$ cat config.mk
export PLATFORM = sky130hd
export DESIGN_NAME = mvau_stream_ctrl_hs
export DESIGN_NICKNAME = d
export VERILOG_FILES = /design/src/rtl/mvau_stream_ctrl_hs.sv
export SDC_FILE = /design/constraint.sdc
export NUM_CORES = 1
export LEC_CHECK = 0
export BUFFER_PORTS_ARGS = -buffer_cell sky130_fd_sc_hd__buf_2
export CORE_AREA = 2 2 39 41
export CTS_BUF_LIST = sky130_fd_sc_hd__clkbuf_2 sky130_fd_sc_hd__clkbuf_4 sky130_fd_sc_hd__clkbuf_8
export CTS_CLUSTER_SIZE = 14
export DETAILED_ROUTE_END_ITERATION = 16
export DIE_AREA = 0 0 41 43
export SYNTH_ARGS = -nofsm -noshare
export SYNTH_HDL_FRONTEND = slang
export SYNTH_SLANG_ARGS = --single-unit
$ cat constraint.sdc
create_clock -name clk -period 4.5 [get_ports clk]
set_clock_uncertainty 0.15 [all_clocks]
set_input_delay 0 -clock clk [delete_from_list [all_inputs] [get_ports clk]]
set_output_delay 0 -clock clk [all_outputs]
set_load 0.005 [all_outputs]
$ cat src/rtl/mvau_stream_ctrl_hs.sv
`default_nettype none
// ============================================================================
//  Module   : mvau_stream_ctrl_hs
//  Brief    : MVAU stream controller with ready/valid handshakes on input and
//             output, input-buffer reuse sequencing and accumulator latency.
//  Revision : 1.0
// ============================================================================
module mvau_stream_ctrl_hs #(
    parameter int SF      = 8,
    parameter int NF      = 4,
    parameter int SF_T    = (SF > 1) ? $clog2(SF) : 1,
    parameter int NF_T    = (NF > 1) ? $clog2(NF) : 1,
    parameter int ACC_LAT = 2
) (
    input  logic            clk,
    input  logic            rst_n,
    input  logic            in_v,
    output logic            in_rdy,
    input  logic            out_rdy,
    output logic            out_v,
    output logic            dp_en,
    output logic            do_mvau_stream,
    output logic            ib_wen,
    output logic            ib_ren,
    output logic            acc_clr,
    output logic            sf_last,
    output logic [SF_T-1:0] sf_cnt,
    output logic [NF_T-1:0] nf_cnt
);

    localparam logic [SF_T-1:0] c_SF_LAST = SF_T'(SF - 1);
    localparam logic [NF_T-1:0] c_NF_LAST = NF_T'(NF - 1);

    typedef enum logic [0:0] {
        ST_FILL  = 1'b0,
        ST_REUSE = 1'b1
    } state_t;

    state_t             r_state;
    state_t             w_state_nxt;
    logic [SF_T-1:0]    r_sf_cnt;
    logic [NF_T-1:0]    r_nf_cnt;
    logic [ACC_LAT-1:0] r_lat_sr;
    logic               w_stall;
    logic               w_beat;
    logic               w_sf_last;
    logic               w_nf_last;

    assign w_sf_last = (r_sf_cnt == c_SF_LAST);
    assign w_nf_last = (r_nf_cnt == c_NF_LAST);
    assign out_v     = r_lat_sr[ACC_LAT-1];
    assign w_stall   = out_v & ~out_rdy;

    assign dp_en          = ~w_stall;
    assign do_mvau_stream = w_beat;
    assign acc_clr        = w_beat & (r_sf_cnt == '0);
    assign sf_last        = w_sf_last;
    assign sf_cnt         = r_sf_cnt;
    assign nf_cnt         = r_nf_cnt;

    always_ff @(posedge clk or negedge rst_n) begin
        if (!rst_n) begin
            r_state <= ST_FILL;
        end else begin
            r_state <= w_state_nxt;
        end
    end

    // A beat never happens under stall, so every transition is implicitly frozen.
    // With NF=1 nf_last is always true, which keeps the FSM parked in FILL.
    always_comb begin
        w_state_nxt = r_state;
        in_rdy      = 1'b0;
        w_beat      = 1'b0;
        ib_wen      = 1'b0;
        ib_ren      = 1'b0;
        case (r_state)
            ST_FILL: begin
                in_rdy = rst_n & ~w_stall;
                w_beat = rst_n & ~w_stall & in_v;
                ib_wen = w_beat;
                if (w_beat && w_sf_last && !w_nf_last) begin
                    w_state_nxt = ST_REUSE;
                end
            end
            ST_REUSE: begin
                w_beat = ~w_stall;
                ib_ren = w_beat;
                if (w_beat && w_sf_last && w_nf_last) begin
                    w_state_nxt = ST_FILL;
                end
            end
        endcase
    end

    always_ff @(posedge clk or negedge rst_n) begin
        if (!rst_n) begin
            r_sf_cnt <= '0;
            r_nf_cnt <= '0;
        end else if (w_beat) begin
            r_sf_cnt <= w_sf_last ? '0 : r_sf_cnt + SF_T'(1);
            if (w_sf_last) begin
                r_nf_cnt <= w_nf_last ? '0 : r_nf_cnt + NF_T'(1);
            end
        end
    end

    // Result-valid tracker: a token per finished SF sweep, frozen while stalled.
    generate
        if (ACC_LAT == 1) begin : g_lat_single
            always_ff @(posedge clk or negedge rst_n) begin
                if (!rst_n) begin
                    r_lat_sr <= '0;
                end else if (!w_stall) begin
                    r_lat_sr <= w_beat & w_sf_last;
                end
            end
        end else begin : g_lat_shift
            always_ff @(posedge clk or negedge rst_n) begin
                if (!rst_n) begin
                    r_lat_sr <= '0;
                end else if (!w_stall) begin
                    r_lat_sr <= {r_lat_sr[ACC_LAT-2:0], w_beat & w_sf_last};
                end
            end
        end
    endgenerate

endmodule
`default_nettype wire

==> results of run 1 <==
==> placed cells by master, fill, tap and decap left out, types with 2 or more instances in the layout <==
cell type and n:
ha_1 4, buf_2 16, nand2_1 3, mux2_4 4
nor2_1 2, nand2b_1 2, clkbuf_4 3, inv_1 2
dfrtp_1 8, dlygate4sd3_1 3
==> power by group through the flow <==
stage / clock, mW / combinational (mW) / sequential [mW]
floorplan: 0 / 0.149 / 0.140
global placement: 0 / 0.224 / 0.139
detailed placement: 0 / 0.224 / 0.141
CTS: 0.0579 / 0.228 / 0.140
global route: 0.0619 / 0.253 / 0.146
finish: 0.0545 / 0.224 / 0.140
==> path summary, 6_finish.rpt <==
| check | start | to | slack, ns | cells after the start |
|---|---|---|---|---|
| worst max-delay path | sf_cnt[0] | nf_cnt[0] | 2.90 | 4 |
| worst min-delay path | in_v | r_state | 0.03 | 3 |
| worst max register to register | sf_cnt[0] | nf_cnt[0] | 2.90 | 4 |
| worst min register to register | r_lat_sr[0] | r_lat_sr[1] | 0.31 | 1 |
| max in group asynchronous | rst_n | r_state | 3.28 | 3 |
| min in group asynchronous | rst_n | nf_cnt[0] | 0.64 | 3 |
==> final cells by class <==
class                      instances  area [µm²]
multi-input combinational         26       247.7
fill                             130       772.0
clock buffer                       3       22.52
timing repair buffer              19       110.1
tap                               16       20.02
inverter                           3       11.26
sequential                         8       200.2
==> registers in the layout, indices dropped and copies added, names as in the netlist <==
signal    cells
sf_cnt        3
nf_cnt        2
r_lat_sr      2
r_state       1
==> cells by family after synthesis <==
kind of cell	synth area share [%]
compound gates	5.179
simple gates	22.62
buf+inv	2.452
fa+ha+maj	10.90
mux	15.26
flops	43.60
==> metrics by stage <==
step / cell area [µm²] / utilization [%] / power [mW]
2_1_floorplan: 459.2 / - / 0.2881
3_3_place_gp: 559.3 / 40.42 / 0.3633
3_5_place_dp: 559.3 / 40.42 / 0.3644
4_1_cts: 611.8 / 44.21 / 0.4257
5_1_grt: 611.8 / 44.21 / 0.4613
6_report: 611.8 / 44.21 / 0.4187
==> worst max-delay path, delay by kind of cell (launching register included) <==
family                     cells  cell delay, ns
adders and majority gates      2            0.49
and+or+nand+nor                1            0.13
DFF                            1            0.41
muxes                          1            0.30
==> metal layers <==
| layer | track usage, % | wire (µm) | vias up |
|---|---|---|---|
| li1 | - | - | 172 |
| met1 | 15.28 | 437 | 159 |
| met2 | 14.37 | 347 | 12 |
| met3 | 6.283 | 67 | 0 |
| met4 | 8.000 | 0 | 0 |
| met5 | 0 | 0 | - |
==> flow_summary.rst, run 1 <==
.. list-table::
   :header-rows: 1

   * - Metric
     - Value
   * - Result of the run
     - finished clean
   * - Total wire length after detailed routing
     - 852 µm
   * - Post-DP HPWL
     - 637.4 µm
   * - Clock root buffer master
     - clkbuf_4
   * - Shortest period the worst path allows
     - 1.597 ns
   * - Critical path's most frequent cell
     - ha_1
   * - Start-to-end type of the worst setup path
     - register to register
   * - Dominant synthesized flop cell
     - dfrtp_1
   * - DP Worst Slack
     - 2.914 ns
   * - Global-route congestion overflow total
     - 0
   * - Setup TNS after final layout
     - 0 ns
   * - Maximum resistive drop on vdd
     - 0.2450 mV
   * - Mean instance size in the synthesized netlist
     - 12.41 µm²
   * - Hold_buf cts
     - 3
   * - Count of non-filler cells in the finished layout
     - 75
   * - Clock tree from TritonCTS
     - yes
   * - RSZ-0062 raised after global routing
     - false
   * - Initial antenna violation count
     - 0
   * - Post-synthesis cell type count
     - 19
   * - Number of buffers added on ports
     - 16
   * - Final Hold Violating Endpoints
     - 0
   * - Largest net degree at the start of global routing
     - 9
   * - Total of warnings raised by yosys
     - 0
   * - Worst endpoint data arrival time
     - 1.58 ns
   * - H-tree lvl count
     - 1
   * - Core Area
     - 1384 µm²
   * - Final weighted congestion in routability-driven placement
     - 0.8128
   * - CTS resizes
     - 0
   * - Largest area contributor in the netlist
     - dfrtp_1
   * - Max-slew violation count
     - 0
   * - Slack of the critical path
     - 2.903 ns
   * - Global-route wire length before repair
     - 1.304 mm
   * - Number of buffers created by CTS
     - 3
   * - # Post-CTS Setup Buffers
     - 0
   * - Number of max-cap violations
     - 0
   * - Path type of the worst min-delay path
     - input port to register
   * - Max stage delay on crit path
     - 0.41 ns
   * - Type of destination of the critical path
     - register
   * - Sequence of cells on the critical path
     - ha_1, ha_1, nand3b_4, mux2_4
   * - Nets
     - 69
   * - Share of synthesized area occupied by flip-flops and latches
     - 43.60%
   * - Top cell types by occurrence after synthesis
     - 8 x dfrtp_1, 4 x ha_1, 4 x mux2_4
   * - Max stage delay cell, worst path
     - dfrtp_1
   * - Antenna violation net count after detailed routing
     - 0
   * - Synth Net Count
     - 45
   * - Sw Share
     - 35.96%
   * - Die boundary width
     - 41 µm
   * - Post-synthesis sequential element count
     - 8
   * - Cell with the most instances after synthesis
     - dfrtp_1
   * - Row count
     - 14
   * - Antenna diode instance count
     - 0
   * - Total DRC errors in the routed layout
     - 0
   * - Routed wire length per instance
     - 11.36 µm
   * - Total global routing track utilization
     - 11.76%
   * - CP max FO
     - 6
   * - Final worst hold slack
     - 0.03215 ns
   * - Synthesized instance count
     - 37
   * - Int Pwr
     - 0.2681 mW
   * - Clock Sink Count
     - 8
   * - Final-report setup violation count
     - 0
   * - Clock-pin slew reported for the worst setup and hold paths after clock tree synthesis
     - 0.06 ns
   * - DR iter-0 viols
     - 1
   * - Actual slew at the worst max-slew pin
     - 0.3865 ns
   * - Fraction of final layout cells with drive strength greater than 1
     - 47.46%
   * - Sequential group share of total power
     - 33.4%
   * - DR vias/cell
     - 4.573
   * - Die Y
     - 43 µm
   * - Vias in the first global route
     - 291
   * - Startpoint kind of the worst setup timing path
     - register
   * - Leakage power
     - 0.3273 nW
   * - Number of enable flip-flop cells after synthesis
     - 0
   * - Maximum number of buffers from clock root to sink
     - 2
   * - Synth-to-Final Area Change
     - 33.24%
   * - Combinational group share of total power
     - 53.6%
   * - Drt first pass iters
     - 4
   * - Total number of vias
     - 343
   * - F_max
     - 0.6263 GHz
   * - Normalized max-slew margin
     - 74.15%
   * - Proportion of register bits with asynchronous set or reset after synthesis
     - 100.0%
   * - Worst-skew pair later-pin latency
     - 0.25 ns
   * - Clock group share of total power
     - 13.0%
   * - Top-Level Pins
     - 17
   * - Die ar.
     - 1763 µm²
   * - Synthesized cell area
     - 459.2 µm²
   * - Most area-consuming cells after synthesis
     - dfrtp_1 44%, mux2_4 13%, ha_1 11%, nand3b_4 4.4%, nor2b_4 3.0%
   * - Power per Cell Area
     - 684.3 nW/µm²
   * - Starting Density
     - 33.18%
   * - Required time of the worst setup path
     - 4.48 ns
   * - Crit share post-route
     - 35.48%
   * - Number of instances in the placed design
     - 69
   * - Portion of synthesized cell area occupied by the leading cell type
     - 43.60%
   * - Net switching power
     - 0.1506 mW
No activity file was read; power rests on OpenSTA's default activity.
==> run 2, diff against run 1 <==
==> constraint.sdc (replaced) <==
create_clock -name clk -period 1.52 [get_ports clk]
set_clock_uncertainty 0.15 [all_clocks]
set_input_delay 0 -clock clk [delete_from_list [all_inputs] [get_ports clk]]
set_output_delay 0 -clock clk [all_outputs]
set_load 0.005 [all_outputs]
==> run 2 against run 1 <==
Wire length fell by 3.1%. Worst hold slack better by 0.043 ns. Worst setup slack worse by 2.8 ns. Register-to-register slack got worse by 2.8 ns. Final area is 5.1% higher. Flip-flop and latch count unchanged. Final cell count increased by 4.0%. Largest cell class unchanged.
==> flow_summary.rst, run 2 (synthesized netlist as in run 1, its figures left out) <==
.. list-table::
   :header-rows: 1

   * - Metric
     - Value
   * - Result of the run
     - finished clean (unchanged)
   * - Power per Cell Area
     - 2003 nW/µm² (was 684.3 nW/µm²)
   * - Path type of the worst min-delay path
     - input port to asynchronous set/reset pin (was input port to register)
   * - Final core area utilization
     - 46.47% (was 44.21%)
   * - Number of max-cap violations
     - 0 (unchanged)
   * - Clock tree from TritonCTS
     - yes (unchanged)
   * - H-tree lvl count
     - 1 (unchanged)
   * - Global-route congestion overflow total
     - 0 (unchanged)
   * - Total DRC errors in the routed layout
     - 0 (unchanged)
   * - Clock Sink Count
     - 8 (unchanged)
   * - DR iter-0 viols
     - 6 (was 1)
   * - Drt first pass iters
     - 4 (unchanged)
   * - Post-DP HPWL
     - 641.3 µm (was 637.4 µm)
   * - Worst endpoint data arrival time
     - 1.44 ns (was 1.58 ns)
   * - Setup TNS after final layout
     - 0 ns (unchanged)
   * - Total number of vias
     - 350 (was 343)
   * - Clock-pin slew reported for the worst setup and hold paths after clock tree synthesis
     - 0.05 ns (was 0.06 ns)
   * - Type of destination of the critical path
     - register (unchanged)
   * - Required time of the worst setup path
     - 1.50 ns (was 4.48 ns)
   * - Max-slew violation count
     - 0 (unchanged)
   * - Die boundary width
     - 41 µm (unchanged)
   * - Largest net degree at the start of global routing
     - 12 (was 9)
   * - Final Hold Violating Endpoints
     - 0 (unchanged)
   * - Startpoint kind of the worst setup timing path
     - register (unchanged)
   * - Total global routing track utilization
     - 11.76% (unchanged)
   * - Die Y
     - 43 µm (unchanged)
   * - Normalized max-slew margin
     - 82.98% (was 74.15%)
   * - Synth-to-Final Area Change
     - 40.05% (was 33.24%)
   * - CP max FO
     - 6 (unchanged)
   * - F_max
     - 0.6840 GHz (was 0.6263 GHz)
   * - Leading cell types in the layout, fill and taps excluded
     - 16 x buf_2, 8 x dfrtp_1, 4 x mux2_4 (was 16 x buf_2, 8 x dfrtp_1, 4 x mux2_4, 4 x ha_1)
   * - RSZ-0062 raised after global routing
     - false (unchanged)
   * - Total placed instance area
     - 584.3 µm² (was 559.3 µm²)
   * - Core Area
     - 1384 µm² (unchanged)
   * - Vias in the first global route
     - 296 (was 291)
   * - Shortest period the worst path allows
     - 1.462 ns (was 1.597 ns)
   * - Routed wire length per instance
     - 10.59 µm (was 11.36 µm)
   * - Global-route wire length before repair
     - 1.311 mm (was 1.304 mm)
   * - Number of buffers created by CTS
     - 3 (unchanged)
   * - Starting Density
     - 33.18% (unchanged)
   * - Die ar.
     - 1763 µm² (unchanged)
   * - # Post-CTS Setup Buffers
     - 0 (unchanged)
   * - DR vias/cell
     - 4.487 (was 4.573)
   * - Nets
     - 72 (was 69)
   * - Initial antenna violation count
     - 0 (unchanged)
   * - Post-layout instance area
     - 643.1 µm² (was 611.8 µm²)
   * - Final-report setup violation count
     - 0 (unchanged)
   * - Crit share post-route
     - 96.18% (was 35.48%)
   * - Worst-skew pair later-pin latency
     - 0.25 ns (about the same)
   * - Final weighted congestion in routability-driven placement
     - 0.8765 (was 0.8128)
   * - Leakage power
     - 0.3411 nW (was 0.3273 nW)
   * - Fraction of final layout cells with drive strength greater than 1
     - 53.23% (was 47.46%)
   * - Actual slew at the worst max-slew pin
     - 0.2553 ns (was 0.3865 ns)
   * - Clock root buffer master
     - clkbuf_4 (unchanged)
   * - Number of flip-flops in the largest register
     - 3 (unchanged)
   * - Antenna diode instance count
     - 0 (unchanged)
   * - Maximum resistive drop on vdd
     - 1.023 mV (was 0.2450 mV)
   * - Total wire length after detailed routing
     - 826 µm (was 852 µm)
   * - Maximum number of buffers from clock root to sink
     - 2 (unchanged)
   * - Number of buffers added on ports
     - 16 (unchanged)
   * - Antenna violation net count after detailed routing
     - 0 (unchanged)
   * - Most common cell after layout, fill and taps aside
     - buf_2 (unchanged)
   * - Top-Level Pins
     - 17 (unchanged)
   * - Start-to-end type of the worst setup path
     - register to register (unchanged)
   * - Row count
     - 14 (unchanged)
run 2: layer usage:
layer  vias up  share of wire (%)  track usage [%]
li1        181                  -                -
met5         -                  0                0
met3         2                5.6            4.712
met4         0               0.97            8.000
met1       157                 51            16.28
met2        10                 42            14.37
run 2: area by class of cell:
type	count	area (µm²)
fillers	124	740.7
multi-input cells	26	256.5
flip-flops and latches	8	200.2
repair buffers	22	132.6
clock buffers	3	22.52
well taps	16	20.02
inverters	3	11.26
run 2: critical path, cell delays in order, from the launching register on:
cell,delay (ns)
dfrtp_1,0.39
ha_1,0.19
ha_2,0.21
nand3b_4,0.10
mux2_4,0.30
run 2: repair_timing:
action	CTS	global route
endpoints found under the setup margin	0	1
hold endpoints to repair	11	0
hold buffers	3	0
gates resized for setup	0	1
run 2: worst paths after layout:
check / slack, ns / end / start / cells past startpoint
setup / recovery: 0.06 / nf_cnt[0] / sf_cnt[1] / 4
hold / removal: 0.08 / sf_cnt[2] / rst_n / 3
setup reg to reg: 0.06 / nf_cnt[0] / sf_cnt[1] / 4
hold reg to reg: 0.32 / r_lat_sr[1] / r_lat_sr[0] / 1
max in group asynchronous: 1.01 / sf_cnt[1] / rst_n / 3
min in group clk: 0.32 / r_lat_sr[1] / r_lat_sr[0] / 1
run 2: metrics by stage:
step	worst slack (ns)	instances	power, mW	hold slack, ns
finish	0.05802	78	1.288	0.07559
CTS	0.04378	78	1.298	0.06870
floorplan	0.03932	37	0.8577	-0.4456
global route	0.01174	78	1.409	0.07954
detailed placement	0.06502	72	1.120	-0.1954
global placement	0.08798	72	1.127	-0.1957
run 2: where the power goes:
| part | total (mW) | internal, mW | switching [mW] |
|---|---|---|---|
| sequential | 0.394 | 0.319 | 0.0745 |
| combinational | 0.736 | 0.427 | 0.309 |
| clock | 0.159 | 0.0901 | 0.0687 |
==> run 3, diff against run 2 <==
--- a/config.mk
+++ b/config.mk
@@ -11,6 +11,7 @@
 export CTS_CLUSTER_SIZE = 14
 export DETAILED_ROUTE_END_ITERATION = 16
 export DIE_AREA = 0 0 41 43
+export GPL_TIMING_DRIVEN = 0
 export SYNTH_ARGS = -nofsm -noshare
 export SYNTH_HDL_FRONTEND = slang
 export SYNTH_SLANG_ARGS = --single-unit
==> run 3 against run 2 <==
Sequential share of layout area fell by 0.060 points. Worst setup slack improved by 0.012 ns. Maximum frequency rose by 0.81%. Final area up 0.19%.
==> flow_summary.rst, run 3 (synthesized netlist as in run 1, its figures left out) <==
.. list-table::
   :header-rows: 1

   * - Metric
     - Value
   * - Maximum resistive drop on vdd
     - 1.136 mV (was 1.023 mV)
   * - Total number of vias
     - 357 (was 350)
   * - Final Hold Violating Endpoints
     - 0 (unchanged)
   * - Number of buffers added on ports
     - 16 (unchanged)
   * - Sink of the worst hold path
     - r_lat_sr[1]
   * - Maximum number of buffers from clock root to sink
     - 2 (unchanged)
   * - Final-report setup violation count
     - 0 (unchanged)
   * - Post-DP HPWL
     - 647.6 µm (was 641.3 µm)
   * - Highest routed metal layer
     - met4 (unchanged)
   * - Total DRC errors in the routed layout
     - 0 (unchanged)
   * - Actual slew at the worst max-slew pin
     - 0.3752 ns (was 0.2553 ns)
   * - Row count
     - 14 (unchanged)
   * - Synth-to-Final Area Change
     - 40.33% (was 40.05%)
   * - Total placed instance area
     - 561.8 µm² (was 584.3 µm²)
   * - Worst-skew pair later-pin latency
     - 0.25 ns (about the same)
   * - Drt first pass iters
     - 3 (was 4)
   * - Number of flip-flops in the largest register
     - 3 (unchanged)
   * - Number of instances in the placed design
     - 69 (was 72)
   * - Fraction of final layout cells with drive strength greater than 1
     - 50.82% (was 53.23%)
   * - Endpoint of the most critical register-to-register path
     - nf_cnt[1] (was nf_cnt[0])
   * - Final core area utilization
     - 46.56% (was 46.47%)
   * - Filler Cell Count
     - 140 (was 124)
   * - Number of buffers created by CTS
     - 3 (unchanged)
   * - Most common cell after layout, fill and taps aside
     - buf_2 (unchanged)
   * - Leading cell types in the layout, fill and taps excluded
     - 16 x buf_2, 8 x dfrtp_1, 4 x mux2_4, 4 x dlygate4sd3_1 (was 16 x buf_2, 8 x dfrtp_1, 4 x mux2_4)
   * - Antenna diode instance count
     - 0 (unchanged)
   * - Final weighted congestion in routability-driven placement
     - 0.7005 (was 0.8765)
   * - Die ar.
     - 1763 µm² (unchanged)
   * - Post-layout instance area
     - 644.4 µm² (was 643.1 µm²)
   * - Reg2Reg Depth
     - 4 (unchanged)
   * - RSZ-0062 raised after global routing
     - false (unchanged)
   * - Start of the worst register-to-register path
     - sf_cnt[0] (was sf_cnt[1])
   * - Worst endpoint data arrival time
     - 1.43 ns (was 1.44 ns)
   * - DR iter-0 viols
     - 3 (was 6)
   * - Global-route congestion overflow total
     - 0 (unchanged)
   * - M1 wire length
     - 361 µm (was 422 µm)
   * - Power per Cell Area
     - 2006 nW/µm² (was 2003 nW/µm²)
   * - DR vias/cell
     - 4.636 (was 4.487)
   * - Total length of routed met3 wires
     - 66 µm (was 46 µm)
   * - Worst hold path depth
     - 1
   * - Max stage delay cell, worst path
     - dfrtp_1 (unchanged)
   * - Number of max-cap violations
     - 0 (unchanged)
   * - Metal2 WL
     - 430 µm (was 348 µm)
   * - Total global routing track utilization
     - 12.83% (was 11.76%)
   * - DP Worst Slack
     - -0.009336 ns (was 0.06502 ns)
   * - Sequence of cells on the critical path
     - ha_2, ha_4, nand3b_4, mux2_4 (was ha_1, ha_2, nand3b_4, mux2_4)
   * - Result of the run
     - finished clean (unchanged)
   * - Clock tree from TritonCTS
     - yes (unchanged)
   * - Start-to-end type of the worst setup path
     - register to register (unchanged)
   * - Reg-to-reg slack, setup
     - 0.07 ns (was 0.06 ns)
   * - Leakage power
     - 0.3340 nW (was 0.3411 nW)
   * - Clock-pin slew reported for the worst setup and hold paths after clock tree synthesis
     - 0.05 ns (about the same)
   * - Starting Density
     - 33.18% (unchanged)
   * - Die boundary width
     - 41 µm (unchanged)
   * - F_max
     - 0.6895 GHz (was 0.6840 GHz)
   * - Total wire length after detailed routing
     - 874 µm (was 826 µm)
   * - Nets
     - 71 (was 72)
   * - Initial antenna violation count
     - 0 (unchanged)
   * - Top-Level Pins
     - 17 (unchanged)
   * - Core Area
     - 1384 µm² (unchanged)
   * - Slack of the critical path
     - 0.06977 ns (was 0.05802 ns)
   * - Crit share post-route
     - 95.41% (was 96.18%)
   * - Startpoint kind of the worst setup timing path
     - register (unchanged)
   * - Required time of the worst setup path
     - 1.50 ns (about the same)
   * - Path type of the worst min-delay path
     - register to register (was input port to asynchronous set/reset pin)
   * - Final worst hold slack
     - 0.3057 ns (was 0.07559 ns)
   * - Clock Sink Count
     - 8 (unchanged)
   * - Clock root buffer master
     - clkbuf_4 (unchanged)
   * - Largest net degree at the start of global routing
     - 9 (was 12)
   * - Global-route wire length before repair
     - 1.393 mm (was 1.311 mm)
   * - Beginning of the worst hold path
     - r_lat_sr[0]
   * - Die Y
     - 43 µm (unchanged)
   * - Max stage delay on crit path
     - 0.40 ns (was 0.39 ns)
   * - Max-slew violation count
     - 0 (unchanged)
   * - Count of non-filler cells in the finished layout
     - 77 (was 78)
   * - Vias in the first global route
     - 308 (was 296)
   * - H-tree lvl count
     - 1 (unchanged)
   * - Normalized max-slew margin
     - 74.90% (was 82.98%)
   * - Routed wire length per instance
     - 11.35 µm (was 10.59 µm)
   * - Shortest period the worst path allows
     - 1.450 ns (was 1.462 ns)
   * - Type of destination of the critical path
     - register (unchanged)
   * - CP max FO
     - 6 (unchanged)
   * - Antenna violation net count after detailed routing
     - 0 (unchanged)
==> run 3: timing repair <==
action | 4_1_cts | 5_1_grt
endpoints found under the hold margin | 11 | 0
gates resized for setup | 0 | 2
endpoints found under the setup margin | 2 | 2
pin swaps | 0 | 0
buffers inserted | 1 | 0
hold buffers | 4 | 0
==> run 3: power by group <==
group | internal, mW | leakage [nW] | switching [mW]
registers | 0.320 | 0.0985 | 0.0914
clock network | 0.0901 | 0.0138 | 0.0688
logic | 0.424 | 0.222 | 0.299
total | 0.833 | 0.334 | 0.459
==> run 3: routing by layer <==
metal | vias up | GRT usage (%)
met1 | 162 | 14.75
li1 | 177 | -
met5 | - | 0
met4 | 0 | 8.000
met3 | 4 | 7.853
met2 | 14 | 17.19
==> run 3: worst max path at each step <==
stage          startpoint   endpoint  depth (start not counted)
2_1_floorplan   sf_cnt[0]  nf_cnt[0]                          4
3_3_place_gp    sf_cnt[0]  nf_cnt[1]                          4
3_5_place_dp    sf_cnt[0]  nf_cnt[1]                          4
4_1_cts         sf_cnt[0]  nf_cnt[1]                          4
5_1_grt         sf_cnt[0]  nf_cnt[1]                          4
6_report        sf_cnt[0]  nf_cnt[1]                          4
==> run 3: final cells by class <==
| type | count | area (µm²) | area share, % |
|---|---|---|---|
| Timing Repair Buffer | 21 | 127.6 | 19.81 |
| Clock buffer | 3 | 22.52 | 3.495 |
| Inverter | 3 | 11.26 | 1.748 |
| Tap cell | 16 | 20.02 | 3.107 |
| Multi-Input combinational cell | 26 | 262.8 | 40.78 |
| Sequential cell | 8 | 200.2 | 31.07 |
==> run 3: critical path: cells and delay by family, from the launching register on <==
kind	cells	cell delay (ns)
flops	1	0.40
simple gates	1	0.09
mux	1	0.30
fa+ha+maj	2	0.39
==> run 3: per-stage QoR <==
stage	TNS, ns	total power [mW]
floorplan	0	0.8577
global placement	0	1.062
detailed placement	-0.01847	1.082
CTS	0	1.286
global route	0	1.440
finish	0	1.292
